File: config.mk
export PLATFORM = sky130hd
export DESIGN_NAME = rfile_wb_ctrl_flat
export DESIGN_NICKNAME = d
export VERILOG_FILES = /design/src/rtl/rfile_wb_ctrl_if.sv /design/src/rtl/rfile_wb_ctrl.sv /design/src/flat_wrapper.sv
export SDC_FILE = /design/constraint.sdc
export NUM_CORES = 1
export LEC_CHECK = 0
export ABC_AREA = 0
export BUFFER_PORTS_ARGS = -buffer_cell sky130_fd_sc_hd__buf_2
export CAP_MARGIN = 20
export CORE_MARGIN = 8
export CORE_UTILIZATION = 49
export CTS_CLUSTER_DIAMETER = 80
export DETAILED_ROUTE_END_ITERATION = 12
export PLACE_DENSITY = 0.79
export REMOVE_ABC_BUFFERS = 1
export SYNTH_ARGS = -nofsm -noshare
export SYNTH_HDL_FRONTEND = slang
export SYNTH_SLANG_ARGS = --single-unit
export TNS_END_PERCENT = 30
File: constraint.sdc
create_clock -name clk -period 2.2 [get_ports clk]
set_input_delay 0.33 -clock clk [delete_from_list [all_inputs] [get_ports clk]]
set_output_delay 0.33 -clock clk [all_outputs]
set_load 0.01 [all_outputs]
File: src/rtl/rfile_wb_ctrl_if.sv
// Bundle of the writeback-controller signals: ALU and load writeback sources,
// decode hazard query, and the register file write port.
interface rfile_wb_ctrl_if #(
   parameter int DATA_W = 16,
   parameter int REG_W  = 3
);
   logic              alu_valid;
   logic [REG_W-1:0]  alu_adr;
   logic [DATA_W-1:0] alu_data;
   logic              alu_ready;
   logic              ld_issue;
   logic [REG_W-1:0]  ld_issue_adr;
   logic              ld_valid;
   logic [REG_W-1:0]  ld_adr;
   logic [DATA_W-1:0] ld_data;
   logic [REG_W-1:0]  aadr;
   logic [REG_W-1:0]  badr;
   logic [REG_W-1:0]  dadr;
   logic              hazard;
   logic [REG_W-1:0]  cadr;
   logic [DATA_W-1:0] c;
   logic              we;
   logic              err;

   modport slave (
      input  alu_valid, alu_adr, alu_data,
      input  ld_issue, ld_issue_adr, ld_valid, ld_adr, ld_data,
      input  aadr, badr, dadr,
      output alu_ready, hazard, cadr, c, we, err
   );

   modport master (
      output alu_valid, alu_adr, alu_data,
      output ld_issue, ld_issue_adr, ld_valid, ld_adr, ld_data,
      output aadr, badr, dadr,
      input  alu_ready, hazard, cadr, c, we, err
   );
endinterface

File: src/rtl/rfile_wb_ctrl.sv
// Register file write-port arbiter (loads over ALU, one-entry ALU skid buffer)
// with a pending-load scoreboard that drives the decode hazard.
module rfile_wb_ctrl #(
   parameter int DATA_W = 16,
   parameter int REG_W  = 3
) (
   input logic           clk,
   input logic           rst,
   rfile_wb_ctrl_if.slave bus
);
   localparam int N_REG = 2**REG_W;

   logic              r_buf_valid;
   logic [REG_W-1:0]  r_buf_adr;
   logic [DATA_W-1:0] r_buf_data;
   logic              r_we;
   logic [REG_W-1:0]  r_cadr;
   logic [DATA_W-1:0] r_c;
   logic              r_err;
   logic [N_REG-1:0]  r_pending;

   logic              w_alu_fire;
   logic [N_REG-1:0]  w_set;
   logic [N_REG-1:0]  w_clr;
   logic              w_err_issue;
   logic              w_err_ld;
   logic              w_err_alu;
   logic              w_port_match;

   assign w_alu_fire = bus.alu_valid & ~r_buf_valid;

   for (genvar gi = 0; gi < N_REG; gi++) begin : g_sb
      assign w_set[gi] = bus.ld_issue & (bus.ld_issue_adr == REG_W'(gi));
      assign w_clr[gi] = bus.ld_valid & (bus.ld_adr == REG_W'(gi));
   end

   // A same-cycle clear of the issued register makes the reissue legal.
   assign w_err_issue = bus.ld_issue & r_pending[bus.ld_issue_adr]
                      & ~(bus.ld_valid & (bus.ld_adr == bus.ld_issue_adr));
   assign w_err_ld    = bus.ld_valid & ~r_pending[bus.ld_adr];
   assign w_err_alu   = bus.alu_valid & r_pending[bus.alu_adr];

   // The register file reads the old value while the write is on the port.
   assign w_port_match = r_we & ((r_cadr == bus.aadr) | (r_cadr == bus.badr)
                                 | (r_cadr == bus.dadr));

   assign bus.hazard    = r_pending[bus.aadr] | r_pending[bus.badr]
                        | r_pending[bus.dadr] | w_port_match;
   assign bus.alu_ready = ~r_buf_valid;
   assign bus.we        = r_we;
   assign bus.cadr      = r_cadr;
   assign bus.c         = r_c;
   assign bus.err       = r_err;

   always_ff @(posedge clk or posedge rst) begin
      if (rst) begin
         r_pending <= '0;
         r_err     <= 1'b0;
      end else begin
         r_pending <= (r_pending & ~w_clr) | w_set;
         if (w_err_issue | w_err_ld | w_err_alu)
            r_err <= 1'b1;
      end
   end

   always_ff @(posedge clk or posedge rst) begin
      if (rst) begin
         r_buf_valid <= 1'b0;
         r_buf_adr   <= '0;
         r_buf_data  <= '0;
         r_we        <= 1'b0;
         r_cadr      <= '0;
         r_c         <= '0;
      end else if (bus.ld_valid) begin
         r_we   <= 1'b1;
         r_cadr <= bus.ld_adr;
         r_c    <= bus.ld_data;
         if (w_alu_fire) begin
            r_buf_valid <= 1'b1;
            r_buf_adr   <= bus.alu_adr;
            r_buf_data  <= bus.alu_data;
         end
      end else if (r_buf_valid) begin
         r_we        <= 1'b1;
         r_cadr      <= r_buf_adr;
         r_c         <= r_buf_data;
         r_buf_valid <= 1'b0;
      end else if (bus.alu_valid) begin
         r_we   <= 1'b1;
         r_cadr <= bus.alu_adr;
         r_c    <= bus.alu_data;
      end else begin
         r_we <= 1'b0;
      end
   end
endmodule

File: src/flat_wrapper.sv
// flat-port wrapper written by rule: the top's interface ports become plain ports
module rfile_wb_ctrl_flat 
#(
   parameter int DATA_W = 16,
   parameter int REG_W  = 3
)
  (clk, rst, bus_alu_valid, bus_alu_adr, bus_alu_data, bus_ld_issue, bus_ld_issue_adr, bus_ld_valid, bus_ld_adr, bus_ld_data, bus_aadr, bus_badr, bus_dadr, bus_alu_ready, bus_hazard, bus_cadr, bus_c, bus_we, bus_err);
  rfile_wb_ctrl_if #(.DATA_W(DATA_W), .REG_W(REG_W)) bus_i ();
  input logic clk;
  input logic rst;
  input wire logic [$bits(bus_i.alu_valid)-1:0] bus_alu_valid;
  input wire logic [$bits(bus_i.alu_adr)-1:0] bus_alu_adr;
  input wire logic [$bits(bus_i.alu_data)-1:0] bus_alu_data;
  input wire logic [$bits(bus_i.ld_issue)-1:0] bus_ld_issue;
  input wire logic [$bits(bus_i.ld_issue_adr)-1:0] bus_ld_issue_adr;
  input wire logic [$bits(bus_i.ld_valid)-1:0] bus_ld_valid;
  input wire logic [$bits(bus_i.ld_adr)-1:0] bus_ld_adr;
  input wire logic [$bits(bus_i.ld_data)-1:0] bus_ld_data;
  input wire logic [$bits(bus_i.aadr)-1:0] bus_aadr;
  input wire logic [$bits(bus_i.badr)-1:0] bus_badr;
  input wire logic [$bits(bus_i.dadr)-1:0] bus_dadr;
  output wire logic [$bits(bus_i.alu_ready)-1:0] bus_alu_ready;
  output wire logic [$bits(bus_i.hazard)-1:0] bus_hazard;
  output wire logic [$bits(bus_i.cadr)-1:0] bus_cadr;
  output wire logic [$bits(bus_i.c)-1:0] bus_c;
  output wire logic [$bits(bus_i.we)-1:0] bus_we;
  output wire logic [$bits(bus_i.err)-1:0] bus_err;
  assign bus_i.alu_valid = bus_alu_valid;
  assign bus_i.alu_adr = bus_alu_adr;
  assign bus_i.alu_data = bus_alu_data;
  assign bus_i.ld_issue = bus_ld_issue;
  assign bus_i.ld_issue_adr = bus_ld_issue_adr;
  assign bus_i.ld_valid = bus_ld_valid;
  assign bus_i.ld_adr = bus_ld_adr;
  assign bus_i.ld_data = bus_ld_data;
  assign bus_i.aadr = bus_aadr;
  assign bus_i.badr = bus_badr;
  assign bus_i.dadr = bus_dadr;
  assign bus_alu_ready = bus_i.alu_ready;
  assign bus_hazard = bus_i.hazard;
  assign bus_cadr = bus_i.cadr;
  assign bus_c = bus_i.c;
  assign bus_we = bus_i.we;
  assign bus_err = bus_i.err;
  rfile_wb_ctrl #(.DATA_W(DATA_W), .REG_W(REG_W)) u_core (.clk(clk), .rst(rst), .bus(bus_i));
endmodule
== Yosys cells after proc, flatten, opt, wreduce, memory -nomap -nowiden ==
Cells that the tools add are included.
Cells by class
  $lt $le $gt $ge: 6
  eq/ne operators: 19
  multiplexer cells: 23
  bitwise gates (word level): 36
  reduce and logical (&&, ||, !) cells: 4
Operator list (number)
  $mux W16: 3
  $eq A3 B3 Y1 const B: 8
  $lt A3 B4 Y1 const B: 6
  $and A1 B1 Y1: 23
  $bmux W1 S3: 6
  $eq A3 B2 Y1 const B: 4
  $eq A3 B3 Y1: 4
  $mux W1: 11
  $mux W3: 3
  $and A8 B8 Y8: 1
  $not A8 Y8: 1
  $or A8 B8 Y8: 1
  $or A1 B1 Y1: 7
  $eq A3 B1 Y1 const B: 2
  $logic_not A3 Y1: 2
  $not A1 Y1: 3
  $reduce_bool A3 Y1: 1
  $ne A2 B1 Y1 const B: 1
  $reduce_and A2 Y1: 1
Storage, ports and cells
  register bits after elaboration: 49
  output and inout bits: 23

== Logic depth before layout (Yosys ltp) ==
  depth in word-level cells: 6
  mapped depth: 6
  depth with buffers taken out: 4

== Least setup slack after synthesis ==
Ideal clock, no wire load.
  path kind: register to output
  from: register u_core.r_pending[3]
  to: output bus_hazard
  data arrival time: 1327 ps
  slack: 543 ps
  stages on the path, launching flop included: 5
  buffers on the path: 0
  path through: dfrtp_1 > mux4_1 > mux2i_1 > o311a_1 > nand4_1
Between the ends
  word-level cells in the longest chain between the ends: 5
  elaborated cells between the ends (all ways): 9
  classes of those cells: mux (6); bitwise (3)
Ends and longest elaborated chain
  start: declaration: line rfile_wb_ctrl.sv:20  | logic [N_REG-1:0] r_pending;
  start signal: assignment: line rfile_wb_ctrl.sv:60  | r_pending <= (r_pending & ~w_clr) | w_set;
  $bmux W1 S3: line rfile_wb_ctrl.sv:47  | assign bus.hazard = r_pending[bus.aadr] | r_pending[bus.badr]
  $mux W1 (not written as such): line rfile_wb_ctrl.sv:47
  $or A1 B1 Y1: line rfile_wb_ctrl.sv:47
  $or A1 B1 Y1 * (2 in series): line rfile_wb_ctrl.sv:48  | | r_pending[bus.dadr] | w_port_match;
  end: declaration: line flat_wrapper.sv:23  | output wire logic [$bits(bus_i.hazard)-1:0] bus_hazard;
Every way passes the cells marked *; elsewhere a longest branch is shown, timed or not. The select of a mux whose other input is x is not followed.

== Worst setup path after layout ==
  from: register u_core.r_pending[4]
  to: output bus_hazard
Same word-level chain as after synthesis.

==> metrics.csv <==
stage;metric;value;unit
drt;detail-route-antenna-nets;0;
clocking;cts_tree;yes;
clocking;cts.sinks;49;
clocking;clk_pin_slew;0.09;ns
finish;fin_util;0.615;
drt;drc;0;
floorplan;die_w;91.2;um
drt;post_drt_wl_per_cell;16.6;um
sta;skew;0.00472;ns
sta;hold_violations;0;
sta;slew_violations;0;
global_routing;grt.total_usage;0.163;
logic_synthesis;synth-main-ff-cell;dfrtp_1;
global_routing;antenna_found_initial;0;
drt;drt-pass1-iter-count;5;
critical_path;worstSetupStartpoint;u_core.r_pending[4]$_DFF_PP0_;
placed_design;port_buffers;77;
logic_synthesis;synthCells;267;
run_status;outcome;complete, no violations;
logic_synthesis;async_flop_share;1.00;
finish;final_area;0.00337;mm2
placed_design;place_ws;0.280;ns
finish;syn2layout_area_growth;21.6;%
finish;drive_above_1_share;0.383;
critical_path;slowest_delay;0.49;ns
logic_synthesis;yosys_warnings;0;
pwr;irDropWorstVdd;0.000546;V
critical_path;crit_fanout;7;
drt;vias;2321;
placed_design;place_congestion;0.841;
sta;whs;0.232;ns
critical_path;r2r_start;u_core.r_buf_valid$_DFFE_PP0P_;
flow_run;cap_violations;0;
floorplan;num_rows;27;
worst_hold_path;hold_class;in2reg;
finish;nets;399;
clocking;clkLatencyLatePin;0.30;ns
pwr;p_leak;1.56;nW
global_routing;grt_pass1_wl;11300;um
clocking;numCtsBuffers;5;
placed_design;place_area;0.00320;mm2
global_routing;grt_max_degree;41;
floorplan;num_io_pins;78;
pwr;powerDensity;714;mW/mm2
sta;fmaxAchievable;0.467;GHz
critical_path;path_class;reg2out;
logic_synthesis;synth_cell_types;31;
finish;num_antenna_cells;0;
finish;n_fill_cell;493;
drt;via_per_inst;5.57;
drt;wl;6920;um
logic_synthesis;synth_edf_count;0;
critical_path;cp-start-kind;flip-flop;
sta;finalSetupViolCount;0;
logic_synthesis;avgSynthCellArea;10.4;um2
sta;relSlewSlack;0.658;
floorplan;start_util;0.506;
floorplan;die_area;0.00831;mm2
clocking;h-tree-depth;2;
critical_path;worstPathCellList;mux4_1, mux2i_1, o311a_1, nand4_1, buf_2;
critical_path;slowest_stage;mux4_1;
sta;worstMarginPinSlew;0.512;ns
critical_path;required;1.87;ns
sta;min_period;2.14;ns
critical_path;arrival;1.81;ns
logic_synthesis;seq_area_frac_synth;0.443;
sta;fin_crit_sh;0.974;
clocking;cts_buffer_depth;2;
logic_synthesis;syn-cell-area;0.00277;mm2
global_routing;gr-total-overflow;0;
floorplan;core-area;0.00547;mm2
floorplan;die_h;91.2;um
global_routing;grt_pass1_vias;2413;
worst_hold_path;hp-start;bus_ld_data[2];
clocking;clock-root-buffer;clkbuf_8;
sta;setup_slack;0.0582;ns
drt;drtIter0Drc;171;
logic_synthesis;ys_ff_latch;49;
placed_design;dp_hpwl;5150;um
critical_path;setup.worst_path.end_class;primary output;
synthesized netlist by cell type, types with 5 or more instances:
library cell	number	area (um2)
o21ai_0	33	165
mux4_2	6	135
buf_2	6	30.0
mux2_2	22	248
xnor2_1	5	43.8
xor2_1	6	52.6
dfrtp_1	49	1230
nor2_1	21	78.8
clkbuf_1	11	41.3
mux2i_1	27	270
a21oi_1	19	95.1
nand2b_1	6	37.5
nand2_1	23	86.3
cells by family after synthesis:
family          Yosys count  share of synthesized area
compound gates           63                      0.125
mux                      57                      0.255
flops                    49                      0.443
xor+xnor                 11                     0.0348
simple gates             67                      0.111
buf+inv                  20                     0.0312
registers in the layout, summed over array words and instances (netlist names):
signal and cells:
u_core.bus.cadr 3, u_core.bus.err 1, u_core.r_buf_valid 1, u_core.bus.c 16
u_core.r_pending 8, u_core.r_buf_adr 3, u_core.r_buf_data 16, u_core.bus.we 1
worst max-delay path: cells and delay by family (launching register included):
family                 cells  cell delay, ns
muxes                      2            0.64
DFF                        1            0.45
AOI/OAI and AO/OA          1            0.18
buffers and inverters      1            0.16
and+or+nand+nor            1            0.09
metrics by stage:
stage / cells / setup TNS, ns / total power, mW
floorplan: 249 / 0 / 1.50
global placement: 403 / 0 / 1.72
detailed placement: 403 / 0 / 1.75
CTS: 412 / 0 / 2.39
global route: 417 / -0.000330 / 2.53
finish: 417 / 0 / 2.40
cell usage in the layout (no fill, tap or decap), types with 7 or more instances in the layout:
cell / n
buf_4: 10
a21oi_1: 19
nand2_1: 23
mux2_2: 22
dfrtp_1: 42
mux4_2: 7
buf_2: 77
nor2_1: 21
o21ai_0: 33
mux2i_1: 27
dfrtp_2: 7
final timing paths:
| check | cells past startpoint | slack [ns] | end |
|---|---|---|---|
| max in group asynchronous | 4 | 1.24 | u_core.bus.c[13]$_DFFE_PP0P_ |
| worst min-delay path | 3 | 0.23 | u_core.bus.c[2]$_DFFE_PP0P_ |
| worst max-delay path | 5 | 0.06 | bus_hazard |
| worst min register to register | 1 | 0.51 | u_core.r_buf_adr[1]$_DFFE_PP0P_ |
| min in group asynchronous | 3 | 0.43 | u_core.bus.err$_DFFE_PP0P_ |
| worst max register to register | 3 | 0.77 | u_core.r_buf_data[4]$_DFFE_PP0P_ |
report_power, final:
group / switching [mW] / internal [mW] / total [mW]
clock: 0.297 / 0.342 / 0.639
combinational: 0.290 / 0.324 / 0.614
sequential: 0.112 / 1.04 / 1.15
final cells by class:
cell class	instances	area, um2	share of cell area
multi-input combinational	198	1450	0.431
inverter	2	7.51	0.00223
timing repair buffer	88	470	0.140
tap	72	90.1	0.0268
clock inverter	2	38.8	0.0115
clock buffer	6	72.6	0.0216
sequential	49	1230	0.367
metal layers:
metal / share of wire / global-route usage / vias up
met5: 0 / 0 / -
met3: 0.054 / 0.0321 / 9
li1: - / - / 1108
met4: 0.015 / 0.0709 / 0
met2: 0.53 / 0.280 / 69
met1: 0.40 / 0.193 / 1135
repair_timing:
action,in CTS,in global routing
hold buffers,1,0
setup endpoints to repair,1,1
pin swaps,0,0
setup buffers,0,5
hold endpoints to repair,3,0
gates resized for setup,1,7
(Power assumes the default switching activity.)
